### src/rtl/bs_rotate_left_iter.sv
// Iterative rotate-left: one bit position per clock, with a valid/ready request
// port and a valid/ready result port whose result holds until it is taken.
module bs_rotate_left_iter #(
  parameter int WIDTH = 8,
  parameter int KW    = 3
) (
  input  logic             i_clk,
  input  logic             i_rst,
  input  logic             i_valid,
  output logic             o_ready,
  input  logic [WIDTH-1:0] i_A,
  input  logic [KW-1:0]    i_k,
  output logic             o_valid,
  input  logic             i_ready,
  output logic [WIDTH-1:0] o_Y,
  output logic             o_busy
);

  typedef enum logic [1:0] {
    IDLE  = 2'd0,
    SHIFT = 2'd1,
    DONE  = 2'd2
  } state_t;

  localparam logic [KW-1:0] CNT_ONE = KW'(1);

  state_t           state_r;
  logic [WIDTH-1:0] work_r;
  logic [KW-1:0]    cnt_r;
  logic [WIDTH-1:0] work_rot_s;

  assign work_rot_s = {work_r[WIDTH-2:0], work_r[WIDTH-1]};
  assign o_ready    = (state_r == IDLE);

  // Control FSM, datapath and registered outputs, reset wins over everything
  always_ff @(posedge i_clk) begin
    if (i_rst) begin
      state_r <= IDLE;
      work_r  <= '0;
      cnt_r   <= '0;
      o_Y     <= '0;
      o_valid <= 1'b0;
      o_busy  <= 1'b0;
    end else begin
      case (state_r)
        IDLE: begin
          if (i_valid) begin
            work_r <= i_A;
            cnt_r  <= i_k;
            o_busy <= 1'b1;
            if (i_k != '0) begin
              state_r <= SHIFT;
            end else begin
              // zero rotate skips SHIFT and publishes the operand as-is
              state_r <= DONE;
              o_Y     <= i_A;
              o_valid <= 1'b1;
            end
          end
        end
        SHIFT: begin
          work_r <= work_rot_s;
          cnt_r  <= cnt_r - CNT_ONE;
          if (cnt_r == CNT_ONE) begin
            state_r <= DONE;
            o_Y     <= work_rot_s;
            o_valid <= 1'b1;
          end
        end
        DONE: begin
          if (i_ready) begin
            state_r <= IDLE;
            o_valid <= 1'b0;
            o_busy  <= 1'b0;
          end
        end
        default: begin
          state_r <= IDLE;
          o_valid <= 1'b0;
          o_busy  <= 1'b0;
        end
      endcase
    end
  end

endmodule

### config.mk
export PLATFORM = sky130hd
export DESIGN_NAME = bs_rotate_left_iter
export DESIGN_NICKNAME = d
export VERILOG_FILES = /design/src/rtl/bs_rotate_left_iter.sv
export SDC_FILE = /design/constraint.sdc
export NUM_CORES = 1
export LEC_CHECK = 0
export ABC_CLOCK_PERIOD_IN_PS = 5100
export BUFFER_PORTS_ARGS = -buffer_cell sky130_fd_sc_hd__buf_2
export CAP_MARGIN = 20
export CORE_MARGIN = 4
export CORE_UTILIZATION = 45
export CTS_BUF_LIST = sky130_fd_sc_hd__clkbuf_2 sky130_fd_sc_hd__clkbuf_4 sky130_fd_sc_hd__clkbuf_8
export DETAILED_ROUTE_END_ITERATION = 10
export PLACE_DENSITY = 0.7
export SYNTH_ARGS = -nofsm -noshare
export SYNTH_HDL_FRONTEND = slang
export SYNTH_SLANG_ARGS = --single-unit
### constraint.sdc
create_clock -name i_clk -period 5.1 [get_ports i_clk]
set_clock_uncertainty 0.15 [all_clocks]
set_input_delay 0.51 -clock i_clk [delete_from_list [all_inputs] [get_ports i_clk]]
set_output_delay 0.51 -clock i_clk [all_outputs]
set_load 0.005 [all_outputs]
* Yosys cells after proc, flatten, opt, wreduce, memory -nomap -nowiden
Index checks and enable logic that the tools add are counted.
** Word-level totals
- Register bits after elaboration :: 23
- Bits in latches :: 0
- RAM bits :: 0
- Memory bits (read-only) :: 0
- Bits of input ports :: 15
- Output and inout port bits :: 11
- Word-level logic and storage cells :: 43
- Memories kept :: 0
** Operators by class
- Add/subtract/negate cells :: 1
- Multipliers :: 0
- Div/mod/pow operators :: 0
- $lt $le $gt $ge :: 0
- Eq/ne operators :: 7
- Shifts and indexed selects :: 0
- Multiplexer cells :: 20
- Bitwise gates (word level) :: 1
- Reduce and logical (&&, ||, !) cells :: 8
** Operators with widths (number)
- 8-bit two-way mux :: 4
- 8-bit one-hot mux with 2 select lines :: 2
- 2-bit two-way mux :: 4
- 2-bit inequality test, second input constant :: 4
- 4-bit AND reduction :: 2
- 1-bit one-hot mux with 3 select lines :: 2
- 2-bit one-hot mux with 3 select lines :: 1
- 3-bit one-hot mux with 2 select lines :: 1
- 3-bit AND reduction :: 2
- 1-bit two-way mux :: 5
- 3-bit by 1-bit == test with 1-bit output, second input constant :: 1
- 3-bit two-way mux :: 1
- 3-bit nonzero test :: 1
- 3-bit by 1-bit subtractor with 3-bit output, second input constant :: 1
- 2-bit by 1-bit == test with 1-bit output, second input constant :: 1
- 2-bit == test, second input constant :: 1
- 2-bit zero test :: 1
- 2-bit AND reduction :: 1
- 2-bit nonzero test :: 1
- 1-bit NOT :: 1

* Depth between registers and ports, before layout
Gate-level depths: netlist of run 1.
- Depth in word-level cells :: 4
- Mapped depth :: 6

* Worst setup path after synthesis of run 1
Ideal clock, no wire load.
- Kind :: in2reg
- Start :: input i_k[1]
- End :: register o_Y[0]
- Setup time :: 86 ps
- Data arrival time :: 1590 ps
- Data required time :: 4864 ps
- Path slack :: 3273 ps
- Cell stages on the path :: 5
- Cells stage by stage :: or3_4 buf_6 a2bb2o_4 buf_6 a221oi_2
** On the way
- Cells in the longest elaborated chain, start to end :: 3
** Ends and longest elaborated chain
- start: declaration :: line 12 : input logic [KW-1:0] i_k,
- 3-bit nonzero test :: line 51 : if (i_k != '0) begin
- 2-bit inequality test (no source line)
- 4-bit AND reduction (no source line)
- end signal: assignment :: line 56 : o_Y <= i_A;
- end signal: assignment :: line 66 : o_Y <= work_rot_s;
- end: declaration :: line 15 : output logic [WIDTH-1:0] o_Y,
Every way passes these cells.
A chain may end at the register's enable or synchronous reset.

* Worst setup path after layout of run 1
- Start :: register state_r[0]
- End :: register o_Y[3]
** On the way
- Cells in the longest elaborated chain, start to end :: 3
- Elaborated cells on any way between the ends :: 8
- Classes of those cells :: 4 x eq/ne; 1 x mux; 3 x reduce/logical
** Ends and longest elaborated chain
- start: declaration :: line 27 : state_t state_r;
- start signal: assignment :: line 38 : state_r <= IDLE;
- start signal: assignment :: line 52 : state_r <= SHIFT;
- start signal: assignment :: line 55 : state_r <= DONE;
- 2-bit by 1-bit == test with 1-bit output or 2-bit zero test (tied branches) :: line 45 : case (state_r)
- 2-bit inequality test (no source line) or 2-bit nonzero test (tied branches)
- 4-bit AND reduction (no source line)
Several ways; a longest one is shown, not always the timed one.

==> summary.txt, run 1 <==
Min path
  • Hold wc startpoint: o_valid$_SDFFE_PP0P_
  • Worst hold stages: 2
  • Worst hold path class: reg -> reg
  • Hold endpoint: o_valid$_SDFFE_PP0P_

Timing
  • Final period util: 0.427
  • RSZ-0062 raised after global routing: false
  • Worst Tran Pin Value: 0.675 ns
  • Final Hold Fails: 0
  • Post-layout minimum cycle time: 2.18 ns
  • Slew headroom: 0.549
  • F_max: 460 MHz
  • Final setup violation count: 0
  • Setup TNS: 0 ns
  • Slew Viols, Final: 0

Layout
  • # fillers: 248
  • Layout cell share with drive strength beyond 1: 0.304
  • Area grow syn2layout: 9.45%
  • Final nets: 166
  • Finished Layout Cells: 178
  • # diodes: 0

Global routing
  • First-pass GRT wire length: 4240 um
  • Largest net degree at the start of global routing: 23
  • Gr usage total: 0.152
  • GR Overflow Total: 0
  • Initial antenna violation count: 0
  • Number of global-route vias before repair: 963

Detailed routing
  • Via density: 5.93
  • Via count: 1056
  • Drt pass-1 iters: 4
  • Drt total wl: 2540 um
  • Avg WL per Cell: 14.3 um
  • Initial DRC count: 46
  • Post-route ant nets: 0
  • DRC viols: 0

Critical path
  • Setup crit start kind: register
  • Max FO, Critical Path: 21
  • Critical path buffers and inverters: 0
  • Critical Path AT: 2.22 ns
  • Slowest cell on crit path: dfxtp_1
  • Crit-path cells: nand2b_1, a221oi_1, a221oi_2
  • Crit-path leading delay family: flip-flops
  • Worst EP required: 5.14 ns
  • Slowest stage delay, CP: 0.78 ns
  • Reg-to-Reg Start: state_r[0]$_SDFFE_PP0P_
  • R2r worst-path depth: 3
  • Reg2reg setup slack: 2.92 ns
  • Critical path class: reg -> reg
  • Setup crit end kind: register
  • Reg-to-reg endpoint: o_Y[3]$_SDFFE_PP0P_

CTS
  • CTS tree: built
  • CTS buffer count: 3
  • Clk buf depth: 2
  • Post-CTS Repair Setup Buffers: 0
  • Hold_buf cts: 0
  • CTS resizes: 0
  • Clk_lat worst skew: 0.32 ns
  • Reg clk slew, reported paths: 0.13 ns
  • Root Buffer: clkbuf_4
  • Clk sink count: 23
  • CTS HTree Levels: 1

Floorplanning
  • IO Pins: 26
  • Core Area: 2570 sq um
  • Die width: 60.6 um
  • Die Ht: 60.6 um
  • Die Footprint: 3670 sq um
  • Initial core utilization: 0.485
  • Row cnt: 18

Synthesis
  • Main synth FF type: dfxtp_1
  • Most frequent cells after synthesis: 23 x dfxtp_1, 12 x a21oi_1, 12 x inv_1, 12 x nor2_1
  • EDFF count, synth: 0
  • Yosys reg bits: 23
  • Mapped Cells: 132
  • Post-Syn Area: 1240 sq um
  • Sequential area share after synthesis: 0.370
  • Unique masters post-synth: 32
  • Async set or reset register ratio after synthesis: 0
  • Syn Nets: 149
  • Synth Area per Inst: 9.43 sq um
  • Yosys top cell area share: 0.370
  • Cell taking the most area after synthesis: dfxtp_1
  • Synth warn: 0
  • Cell with the most instances after synthesis: dfxtp_1
  • Synth top area cells: dfxtp_1 37%, a221oi_2 9.6%, a221oi_1 6.3%

Run status
  • Status: completed

Place
  • Dpl cells: 174
  • Post-DP HPWL: 1850 um
  • I/O Buffers: 25
  • Gpl congestion: 0.757

Pwr
  • Leakage: 0.559 nW
  • VDD IR max: 0.184 mV
  • Pwr dens: 312 nW/um^2

Run
  • MaxCap Viol Count: 0
cell type report:
type / count / area [sq um] / share of cell area
multi-input combinational: 83 / 663 / 0.487
sequential: 23 / 460 / 0.338
clock buffer: 3 / 22.5 / 0.0165
timing repair buffer: 25 / 125 / 0.0918
tap: 30 / 37.5 / 0.0275
clock inverter: 1 / 5.00 / 0.00367
inverter: 13 / 48.8 / 0.0358
through the flow:
stage | hold WS [ns] | setup WS, ns | utilization | cell area (sq um) | power [mW]
floorplan | 0.287 | 3.27 | - | 1240 | 0.315
CTS | 0.299 | 2.96 | 0.531 | 1360 | 0.428
global route | 0.330 | 2.80 | 0.531 | 1360 | 0.454
detailed placement | 0.280 | 2.99 | 0.520 | 1340 | 0.342
finish | 0.298 | 2.92 | 0.531 | 1360 | 0.425
global placement | 0.278 | 3.04 | 0.520 | 1340 | 0.339
flip-flops by register name (all words and copies together), names as in the netlist:
signal and flops:
o_Y 8, o_busy 1, cnt_r 3, work_r 8, o_valid 1, state_r 2
cells in the final DEF (no fill, tap or decap), types with 3 or more instances in the layout:
cell	n
buf_2	25
nand2_1	4
dfxtp_1	23
clkbuf_4	3
a21oi_1	12
a221oi_2	8
and3b_1	8
a211oi_1	9
a221oi_1	9
inv_1	12
nor2_1	12
worst max-delay path by stage:
| stage | from | endpoint | slack, ns | cells past startpoint |
|---|---|---|---|---|
| 2_1_floorplan | i_k[1] | o_Y[0]$_SDFFE_PP0P_ | 3.27 | 5 |
| 6_report | state_r[0]$_SDFFE_PP0P_ | o_Y[3]$_SDFFE_PP0P_ | 2.92 | 3 |
| 4_1_cts | state_r[0]$_SDFFE_PP0P_ | o_Y[4]$_SDFFE_PP0P_ | 2.96 | 3 |
| 3_3_place_gp | state_r[0]$_SDFFE_PP0P_ | o_Y[2]$_SDFFE_PP0P_ | 3.04 | 3 |
| 3_5_place_dp | state_r[0]$_SDFFE_PP0P_ | o_Y[4]$_SDFFE_PP0P_ | 2.99 | 3 |
| 5_1_grt | state_r[0]$_SDFFE_PP0P_ | o_Y[4]$_SDFFE_PP0P_ | 2.80 | 3 |
routing by layer:
| metal | wire (um) | vias to the layer above | GRT usage | share of wire |
|---|---|---|---|---|
| met4 | 36 | 0 | 0.0681 | 0.014 |
| met1 | 1220 | 488 | 0.209 | 0.48 |
| met2 | 1120 | 40 | 0.226 | 0.44 |
| met3 | 168 | 4 | 0.0362 | 0.066 |
| met5 | 0 | - | 0 | 0 |
| li1 | - | 524 | - | - |
worst register-to-register path, stage by stage (launching register included):
cell and delay, ns:
dfxtp_1 0.78, nand2b_1 0.50, a221oi_1 0.53, a221oi_2 0.10
cell families after synthesis:
family	Yosys count	synth area share
compound gates	45	0.321
simple gates	34	0.176
buf+inv	26	0.0975
flops	23	0.370
mux	2	0.0161
fa+ha+maj	2	0.0201
report_power, final:
group	switching [mW]	internal (mW)
logic	0.0629	0.0543
registers	0.0193	0.202
clock network	0.0570	0.0294
Note: power is estimated with default switching activity, not from simulation.
==> run 2, diff against run 1 <==
--- a/config.mk
+++ b/config.mk
@@ -5,7 +5,7 @@
 export SDC_FILE = /design/constraint.sdc
 export NUM_CORES = 1
 export LEC_CHECK = 0
-export ABC_CLOCK_PERIOD_IN_PS = 5100
+export ABC_CLOCK_PERIOD_IN_PS = 2050
 export BUFFER_PORTS_ARGS = -buffer_cell sky130_fd_sc_hd__buf_2
 export CAP_MARGIN = 20
 export CORE_MARGIN = 4
==> constraint.sdc (replaced) <==
create_clock -name i_clk -period 2.05 [get_ports i_clk]
set_clock_uncertainty 0.15 [all_clocks]
set_input_delay 0.205 -clock i_clk [delete_from_list [all_inputs] [get_ports i_clk]]
set_output_delay 0.205 -clock i_clk [all_outputs]
set_load 0.005 [all_outputs]
==> run 2 against run 1 <==
Effect of this change: via count fell by 1.7%; critical path type unchanged; worst hold slack got worse by 0.28 ns; power rose to 2.5 times the previous value; die area did not move; sequential cell count did not move; critical path depth rose by 1; worst setup slack got worse by 2.7 ns; cell count rose by 2.2%; cell area rose by 2.2%; first-iteration DRC count fell by 41%; largest cell class unchanged; clock-buffer cell count did not move.
==> summary.txt, run 2 (synthesis results as in run 1) <==
Timing
  • Final Hold Fails: 0 (unchanged)
  • Slew Viols, Final: 0 (unchanged)
  • Final setup violation count: 0 (unchanged)
  • Setup TNS: 0 ns (unchanged)
  • Final period util: 0.868 (+0.442)
  • Min Hold Slack: 0.0221 ns (-0.276 ns)
  • Post-layout minimum cycle time: 1.78 ns (-0.396 ns)
  • F_max: 562 MHz (+22%)
  • Slew headroom: 0.684 (+0.134)
  • RSZ-0062 raised after global routing: false
  • Worst Tran Pin Value: 0.468 ns (-0.207 ns)

Floorplanning
  • Die Footprint: 3670 sq um (unchanged)
  • Core Area: 2570 sq um (unchanged)
  • Die Ht: 60.6 um (unchanged)
  • Initial core utilization: 0.485 (unchanged)
  • IO Pins: 26 (unchanged)
  • Row cnt: 18 (unchanged)
  • Die width: 60.6 um (unchanged)

Critical path
  • Max FO, Critical Path: 20 (-4.8%)
  • Reg-to-reg endpoint: o_Y[1]$_SDFFE_PP0P_
  • Reg-to-Reg Start: state_r[0]$_SDFFE_PP0P_
  • Setup crit start kind: register
  • R2r worst-path depth: 4 (+1)
  • Setup crit end kind: register
  • Worst EP required: 2.14 ns (-3.00 ns)
  • Critical path class: reg -> reg
  • Critical Path AT: 1.87 ns (-0.35 ns)
  • Slowest cell on crit path: dfxtp_1
  • Reg2reg setup slack: 0.27 ns (-2.65 ns)
  • Critical path buffers and inverters: 2 (+2)
  • Crit-path leading delay family: compound AO/OA/AOI/OAI gates
  • Slowest stage delay, CP: 0.36 ns (-0.42 ns)
  • Crit-path cells: buf_4, clkinv_1, a2bb2o_4, a221oi_2

Detailed routing
  • Avg WL per Cell: 14.4 um (+1.2%)
  • Drt pass-1 iters: 4 (unchanged)
  • Post-route ant nets: 0 (unchanged)
  • Drt total wl: 2630 um (+3.4%)
  • Via count: 1038 (-1.7%)
  • DRC viols: 0 (unchanged)
  • Initial DRC count: 27 (-41%)
  • Via density: 5.70 (-3.9%)

Run status
  • Status: completed

CTS
  • Hold_buf cts: 0 (unchanged)
  • CTS buffer count: 3 (unchanged)
  • CTS resizes: 0 (unchanged)
  • CTS tree: built
  • Clk_lat worst skew: 0.32 ns (about the same)
  • Post-CTS Repair Setup Buffers: 0 (unchanged)
  • Clk sink count: 23 (unchanged)
  • Clk buf depth: 2 (unchanged)
  • CTS HTree Levels: 1 (unchanged)
  • Root Buffer: clkbuf_4
  • Reg clk slew, reported paths: 0.13 ns (about the same)

Run
  • MaxCap Viol Count: 0 (unchanged)

Layout
  • Area grow syn2layout: 11.9%
  • Final nets: 170 (+2.4%)
  • Final Util: 0.542 (+0.0117)
  • Most frequent cells in the layout: 25 x buf_2, 23 x dfxtp_1, 12 x nor2_1, 12 x inv_1, 12 x a21oi_1
  • # diodes: 0 (unchanged)
  • Layout cell share with drive strength beyond 1: 0.322 (+0.0183)
  • Final instance area: 1390 sq um (+2.2%)
  • Largest regs: o_Y x8, work_r x8, cnt_r x3
  • Commonest non-fill, non-tap cell in the layout: buf_2

Global routing
  • Number of global-route vias before repair: 963 (unchanged)
  • First-pass GRT wire length: 4310 um (+1.6%)
  • Initial antenna violation count: 0 (unchanged)
  • GR Overflow Total: 0 (unchanged)
  • Gr usage total: 0.159 (+0.00655)
  • Largest net degree at the start of global routing: 23 (unchanged)

Pwr
  • Leakage: 0.578 nW (+3.5%)
  • VDD IR max: 0.544 mV (+200%)
  • Pwr dens: 767 nW/um^2 (+150%)

Min path
  • Hold endpoint: cnt_r[0]$_SDFFE_PP0P_
  • Worst hold path class: in -> reg
  • Worst hold stages: 3 (+1)
  • Hold wc startpoint: i_k[0]

Place
  • Post-DP HPWL: 1850 um (+0.12%)
  • Post-DP Area: 1370 sq um (+2.2%)
  • Gpl congestion: 0.741 (-2.2%)
  • I/O Buffers: 25 (unchanged)
## run 2: cell count changes in the layout (fill, tap and decap cells not counted)
| cell | before | now |
|---|---|---|
| buf_4 | 0 | 4 |
## run 2: how the worst max path moves through the flow
stage / startpoint / end / slack [ns] / cells past startpoint
final: state_r[0]$_SDFFE_PP0P_ / o_Y[1]$_SDFFE_PP0P_ / 0.27 / 4
after global routing: cnt_r[0]$_SDFFE_PP0P_ / o_Y[1]$_SDFFE_PP0P_ / 0.13 / 4
after CTS: state_r[1]$_SDFFE_PP0P_ / o_Y[7]$_SDFFE_PP0P_ / 0.26 / 3
after detailed placement: state_r[0]$_SDFFE_PP0P_ / o_Y[7]$_SDFFE_PP0P_ / 0.29 / 4
after global placement: state_r[0]$_SDFFE_PP0P_ / o_Y[7]$_SDFFE_PP0P_ / 0.35 / 4
after floorplan: cnt_r[0]$_SDFFE_PP0P_ / o_Y[0]$_SDFFE_PP0P_ / 0.39 / 5
## run 2: through the flow
step,cells,setup WS (ns),power (mW)
floorplan,132,0.390,0.784
finish,182,0.270,1.07
detailed placement,178,0.291,0.866
CTS,182,0.264,1.08
global route,182,0.135,1.14
global placement,178,0.354,0.859
## run 2: worst reg2reg max path, stage by stage, from the launching register on
cell,delay [ns]
dfxtp_1,0.36
buf_4,0.25
clkinv_1,0.31
a2bb2o_4,0.36
a221oi_2,0.28
## run 2: per-layer routing
metal	GRT usage	vias to the layer above	wire, um
li1	-	529	-
met1	0.210	483	1220
met2	0.235	24	1220
met3	0.0489	2	160
met4	0.0743	0	24
met5	0	-	0
## run 2: cell type report
class	instances	area (sq um)
clock buffer	3	22.5
clock inverter	1	5.00
fill	249	1170
inverter	13	48.8
multi-input combinational	83	663
sequential	23	460
tap	30	37.5
timing repair buffer	29	155
## run 2: where the power goes
part / switching (mW) / leakage, nW / internal (mW)
combinational: 0.177 / 0.371 / 0.146
clock: 0.139 / 0.0177 / 0.0731
sequential: 0.0306 / 0.190 / 0.502
